<file path="src/rtl/mult_pkg.sv">
// rtl/mult_pkg.sv - shared state encoding and default sizes for the shift-add multiplier
package mult_pkg;

  localparam int WIDTH_DEF  = 8;
  localparam int DIGITS_DEF = 4;

  typedef enum logic [2:0] {
    IDLE  = 3'd0,
    LOAD  = 3'd1,
    TEST  = 3'd2,
    ADD   = 3'd3,
    SHIFT = 3'd4
  } state_t;

  // A single-digit display still needs a one-bit pointer.
  function automatic int sel_width(input int digits);
    return (digits > 1) ? $clog2(digits) : 1;
  endfunction

endpackage

</file>
<file path="src/rtl/mult_seq_ctrl_if.sv">
// rtl/mult_seq_ctrl_if.sv - button, datapath status and control pulse bundle for the multiplier controller
interface mult_seq_ctrl_if
  import mult_pkg::*;
#(
  parameter int DIGITS = DIGITS_DEF
);

  localparam int SEL_W = sel_width(DIGITS);

  logic             start;
  logic             btn_left;
  logic             btn_right;
  logic             z_flag;
  logic             b0;
  logic             load;
  logic             add_en;
  logic             shift;
  logic             busy;
  logic             done;
  logic [SEL_W-1:0] digit_sel;

  modport master (
    input  start, btn_left, btn_right, z_flag, b0,
    output load, add_en, shift, busy, done, digit_sel
  );

  modport slave (
    output start, btn_left, btn_right, z_flag, b0,
    input  load, add_en, shift, busy, done, digit_sel
  );

endinterface

</file>
<file path="src/rtl/edge_detect.sv">
// rtl/edge_detect.sv - rising-edge detector whose history resets high so a held level never fires
module edge_detect (
  input  logic clk,
  input  logic reset,
  input  logic level,
  output logic rise
);

  logic hist;

  always_ff @(posedge clk) begin
    if (reset) hist <= 1'b1;
    else       hist <= level;
  end

  assign rise = level & ~hist;

endmodule

</file>
<file path="src/rtl/mult_seq_ctrl.sv">
// rtl/mult_seq_ctrl.sv - shift-add multiplier sequencer plus display digit pointer
module mult_seq_ctrl
  import mult_pkg::*;
#(
  parameter int WIDTH  = WIDTH_DEF,
  parameter int DIGITS = DIGITS_DEF
)(
  input  logic            clk,
  input  logic            reset,
  mult_seq_ctrl_if.master bus
);

  localparam int ITER_W = $clog2(WIDTH + 1);
  localparam int SEL_W  = sel_width(DIGITS);

  state_t            state;
  state_t            state_next;
  logic [ITER_W-1:0] iter;
  logic              done_q;
  logic [SEL_W-1:0]  digit;
  logic              start_rise;
  logic              left_rise;
  logic              right_rise;
  logic              finish;

  edge_detect u_start (.clk(clk), .reset(reset), .level(bus.start),     .rise(start_rise));
  edge_detect u_left  (.clk(clk), .reset(reset), .level(bus.btn_left),  .rise(left_rise));
  edge_detect u_right (.clk(clk), .reset(reset), .level(bus.btn_right), .rise(right_rise));

  // z_flag and b0 are already valid in TEST: the datapath updated on the edge leaving LOAD/SHIFT.
  assign finish = bus.z_flag || (iter == ITER_W'(WIDTH));

  always_ff @(posedge clk) begin
    if (reset) state <= IDLE;
    else       state <= state_next;
  end

  always_comb begin
    state_next = state;
    case (state)
      IDLE:    if (start_rise) state_next = LOAD;
      LOAD:    state_next = TEST;
      TEST:    begin
        if (finish)      state_next = IDLE;
        else if (bus.b0) state_next = ADD;
        else             state_next = SHIFT;
      end
      ADD:     state_next = SHIFT;
      SHIFT:   state_next = TEST;
      default: state_next = IDLE;
    endcase
  end

  always_comb begin
    bus.load   = (state == LOAD);
    bus.add_en = (state == ADD);
    bus.shift  = (state == SHIFT);
    bus.busy   = (state != IDLE);
  end

  // SHIFT is only reachable after a TEST with iter < WIDTH, so iter cannot pass WIDTH.
  always_ff @(posedge clk) begin
    if (reset) begin
      iter   <= '0;
      done_q <= 1'b0;
    end else begin
      if (state == LOAD)                   iter <= '0;
      else if (state == SHIFT)             iter <= iter + 1'b1;
      if (state == IDLE && start_rise)     done_q <= 1'b0;
      else if (state == TEST && finish)    done_q <= 1'b1;
    end
  end

  assign bus.done = done_q;

  always_ff @(posedge clk) begin
    if (reset) begin
      digit <= '0;
    end else if (left_rise && !right_rise) begin
      digit <= (digit == SEL_W'(DIGITS - 1)) ? '0 : digit + 1'b1;
    end else if (right_rise && !left_rise) begin
      digit <= (digit == '0) ? SEL_W'(DIGITS - 1) : digit - 1'b1;
    end
  end

  assign bus.digit_sel = digit;

endmodule

</file>
<file path="src/flat_wrapper.sv">
// flat-port wrapper written by rule: the top's interface ports become plain ports
module mult_seq_ctrl_flat import mult_pkg::*;
#(
  parameter int WIDTH  = WIDTH_DEF,
  parameter int DIGITS = DIGITS_DEF
)
  (clk, reset, bus_start, bus_btn_left, bus_btn_right, bus_z_flag, bus_b0, bus_load, bus_add_en, bus_shift, bus_busy, bus_done, bus_digit_sel);
  mult_seq_ctrl_if #(.DIGITS(DIGITS)) bus_i ();
  input  logic clk;
  input  logic reset;
  input wire logic [$bits(bus_i.start)-1:0] bus_start;
  input wire logic [$bits(bus_i.btn_left)-1:0] bus_btn_left;
  input wire logic [$bits(bus_i.btn_right)-1:0] bus_btn_right;
  input wire logic [$bits(bus_i.z_flag)-1:0] bus_z_flag;
  input wire logic [$bits(bus_i.b0)-1:0] bus_b0;
  output wire logic [$bits(bus_i.load)-1:0] bus_load;
  output wire logic [$bits(bus_i.add_en)-1:0] bus_add_en;
  output wire logic [$bits(bus_i.shift)-1:0] bus_shift;
  output wire logic [$bits(bus_i.busy)-1:0] bus_busy;
  output wire logic [$bits(bus_i.done)-1:0] bus_done;
  output wire logic [$bits(bus_i.digit_sel)-1:0] bus_digit_sel;
  assign bus_i.start = bus_start;
  assign bus_i.btn_left = bus_btn_left;
  assign bus_i.btn_right = bus_btn_right;
  assign bus_i.z_flag = bus_z_flag;
  assign bus_i.b0 = bus_b0;
  assign bus_load = bus_i.load;
  assign bus_add_en = bus_i.add_en;
  assign bus_shift = bus_i.shift;
  assign bus_busy = bus_i.busy;
  assign bus_done = bus_i.done;
  assign bus_digit_sel = bus_i.digit_sel;
  mult_seq_ctrl #(.WIDTH(WIDTH), .DIGITS(DIGITS)) u_core (.clk(clk), .reset(reset), .bus(bus_i));
endmodule
</file>
<file path="config.mk">
export PLATFORM = sky130hd
export DESIGN_NAME = mult_seq_ctrl_flat
export DESIGN_NICKNAME = d
export VERILOG_FILES = /design/src/rtl/mult_pkg.sv /design/src/rtl/mult_seq_ctrl_if.sv /design/src/rtl/edge_detect.sv /design/src/rtl/mult_seq_ctrl.sv /design/src/flat_wrapper.sv
export SDC_FILE = /design/constraint.sdc
export NUM_CORES = 1
export LEC_CHECK = 0
export BUFFER_PORTS_ARGS = -buffer_cell sky130_fd_sc_hd__buf_2
export CAP_MARGIN = 20
export CORE_MARGIN = 2
export CORE_UTILIZATION = 40
export DETAILED_ROUTE_END_ITERATION = 16
export SLEW_MARGIN = 25
export SYNTH_ARGS = -nofsm -noshare
export SYNTH_HDL_FRONTEND = slang
export SYNTH_SLANG_ARGS = --single-unit
</file>
<file path="constraint.sdc">
create_clock -name clk -period 3.4 [get_ports clk]
set_clock_uncertainty 0.2 [all_clocks]
set_input_delay 0.17 -clock clk [delete_from_list [all_inputs] [get_ports clk]]
set_output_delay 0.17 -clock clk [all_outputs]
set_load 0.01 [all_outputs]
</file>
==> results.toml <==
[synthesis]
yosysWarnings = 0
ys.flop_type = "dfxtp_1"
syn-mean-instance-area_um2 = 9.09
seq_area_frac_synth_pct = 39.8
syn_inst = 72
yosys.cell_types.count = 28
synth_nets = 84
syn_area_um2 = 654
synth_edf_count = 0
synth_common_cells = "dfxtp_1, a21oi_1"
synth.largest_area_cell = "dfxtp_1"
synthArstFlopShare_pct = 0
synthTopCellsByArea = "dfxtp_1, ha_1, a21oi_1, or2_2, nor3b_1"
synth_top_area_share_pct = 39.8
ys_ff_latch = 13
synth_most_common_cell = "dfxtp_1"

[timing]
finalCritPeriodShare_pct = 51.6
fmax_mhz = 570
holdWs_ns = 0.0297
slew_headroom_pct = 76.6
hold_violations = 0
finalSetupViolCount = 0
worst_pin_slew_ns = 0.342
drv_slew = 0
finalCriticalPeriod_ns = 1.75
final.setup.tns_ns = 0
rsz0062_at_grt = "no"

[finish]
finalNetCount = 104
multi_input_area_um2 = 364
area_growth_pct = 21.4
fillers = 155
drive_gt1_share_pct = 24.2
fin_cells = 107
ff_latch_area_um2 = 260
diodes = 0
fin_area_um2 = 795

[route]
post-route-drc-count = 0
vias_per_cell = 5.23
drt-total-wl_um = 1230
drt_first_pass_iters = 5
vias = 560
antenna_left = 0
drt_iter0_drc = 13
routedWlPerCell_um = 11.5

[place]
io_buffer_count = 13
placed_area_um2 = 728
place.detailed.hpwl_um = 891
place_inst = 99
gp_congestion = 0.728

[critical_path]
required_ns = 3.03
crit_path_start_kind = "flop"
crit_type = "reg -> out"
cp.arrival_ns = 1.38
crit_path_end_kind = "primary output"
critPathMaxFanout = 9
ff2ff_path_depth = 3

[grt]
grt_pass1_vias = 526
antenna_found_initial = 0
grt_max_degree = 11
grt_pass1_wl_um = 2130
grt_usage_pct = 14.8
overflow = 0

[clocking]
max-clock-path-buffers = 2
cts_setup_buffers = 0
cts_buffers = 3
clockRootBuffer = "clkbuf_4"
clock-sinks = 13
cts_tree = "yes"
clock_latency_ns = 0.27
path_clk_slew_ns = 0.08
htree_levels = 1

[die]
start_util_pct = 42.9
num_rows = 14
die_area_um2 = 1980
die_h_um = 44.4
core-area_um2 = 1520
io_pins = 14
die_width_um = 44.4

[min_path]
min_path_type = "in -> reg"
holdPathStages = 3

[power_and_ir_drop]
leakage_nw = 0.357
max-vdd-ir-drop_mv = 0.291
pwr_density_cell_nw_per_um2 = 371

[status]
status = "completed"

[run]
drv_cap = 0
through the flow:
| stage | setup WS, ns | util (%) | power [mW] |
|---|---|---|---|
| 6_report | 1.65 | 52.1 | 0.294 |
| 5_1_grt | 1.53 | 52.1 | 0.310 |
| 4_1_cts | 1.63 | 52.1 | 0.297 |
| 3_5_place_dp | 1.78 | 47.8 | 0.200 |
| 3_3_place_gp | 1.81 | 47.8 | 0.199 |
| 2_1_floorplan | 1.87 | - | 0.188 |
worst max-delay path: stages, from the launching register on:
cell and delay [ns]:
dfxtp_1 0.45, or3b_4 0.43, inv_1 0.10, buf_2 0.13
registers in the layout, summed over array words and instances (netlist names):
signal / flops
u_core.bus.digit_sel: 2
u_core.bus.done: 1
u_core.iter: 4
u_core.state: 3
u_core.u_left.hist: 1
u_core.u_right.hist: 1
u_core.u_start.hist: 1
final cells by class:
class	instances	share of cell area, %
inverters	5	2.36
multi-input cells	52	45.8
repair buffers	17	13.2
well taps	16	2.52
flip-flops and latches	13	32.8
clock buffers	4	3.31
metal layers:
metal  GRT usage [%]  share of wire [%]  vias to the layer above
met3            6.53                5.3                        3
li1                -                  -                      288
met4            5.45                2.4                        0
met1            16.1                 45                      256
met5               0                  0                        -
met2            25.3                 47                       13
cells by family (layout without fill, tap and decap cells):
group / after synthesis / after routing / share of synthesized area [%]
AND/OR/NAND/NOR: 32 / 32 / 30.6
flip-flops: 13 / 13 / 39.8
AO/OA/AOI/OAI: 12 / 12 / 11.3
buffers and inverters: 7 / 26 / 4.59
adder cells (fa/ha/maj): 5 / 5 / 9.56
XOR/XNOR: 2 / 2 / 2.68
multiplexers: 1 / 1 / 1.53
path summary, 6_finish.rpt:
check                                     start               to  slack (ns)
worst min-delay path                 bus_z_flag  u_core.bus.done        0.03
worst max register to register  u_core.state[2]   u_core.iter[3]        1.77
worst max-delay path            u_core.state[2]        bus_shift        1.65
worst min register to register   u_core.iter[1]   u_core.iter[1]        0.30
power breakdown:
group          switching (mW)  leakage (nW)  internal, mW
Combinational          0.0174         0.236        0.0207
Sequential            0.00418         0.106         0.157
Clock                  0.0494        0.0150        0.0455
Total                  0.0709         0.357         0.223
cell usage in the layout (no fill, tap or decap), types with 2 or more instances in the layout:
| cell | synthesis | routed |
|---|---|---|
| o21ai_0 | 2 | 2 |
| inv_1 | 5 | 5 |
| dfxtp_1 | 13 | 13 |
| buf_2 | 0 | 13 |
| nor2_1 | 5 | 5 |
| nor2b_1 | 3 | 3 |
| dlygate4sd3_1 | 0 | 4 |
| clkbuf_4 | 0 | 3 |
| or2_2 | 4 | 4 |
| nor4bb_1 | 2 | 2 |
| a21oi_1 | 6 | 6 |
| xnor2_1 | 2 | 2 |
| or3_1 | 2 | 2 |
| nor3b_1 | 3 | 3 |
| nand2_1 | 5 | 5 |
| ha_1 | 5 | 5 |
repair_timing:
| item | CTS | global route |
|---|---|---|
| hold endpoints to repair | 7 | 0 |
| hold buffers | 4 | 0 |
| endpoints found under the setup margin | 0 | 0 |
| resized for setup | 0 | 0 |
No activity file was read; power rests on OpenSTA's default activity.
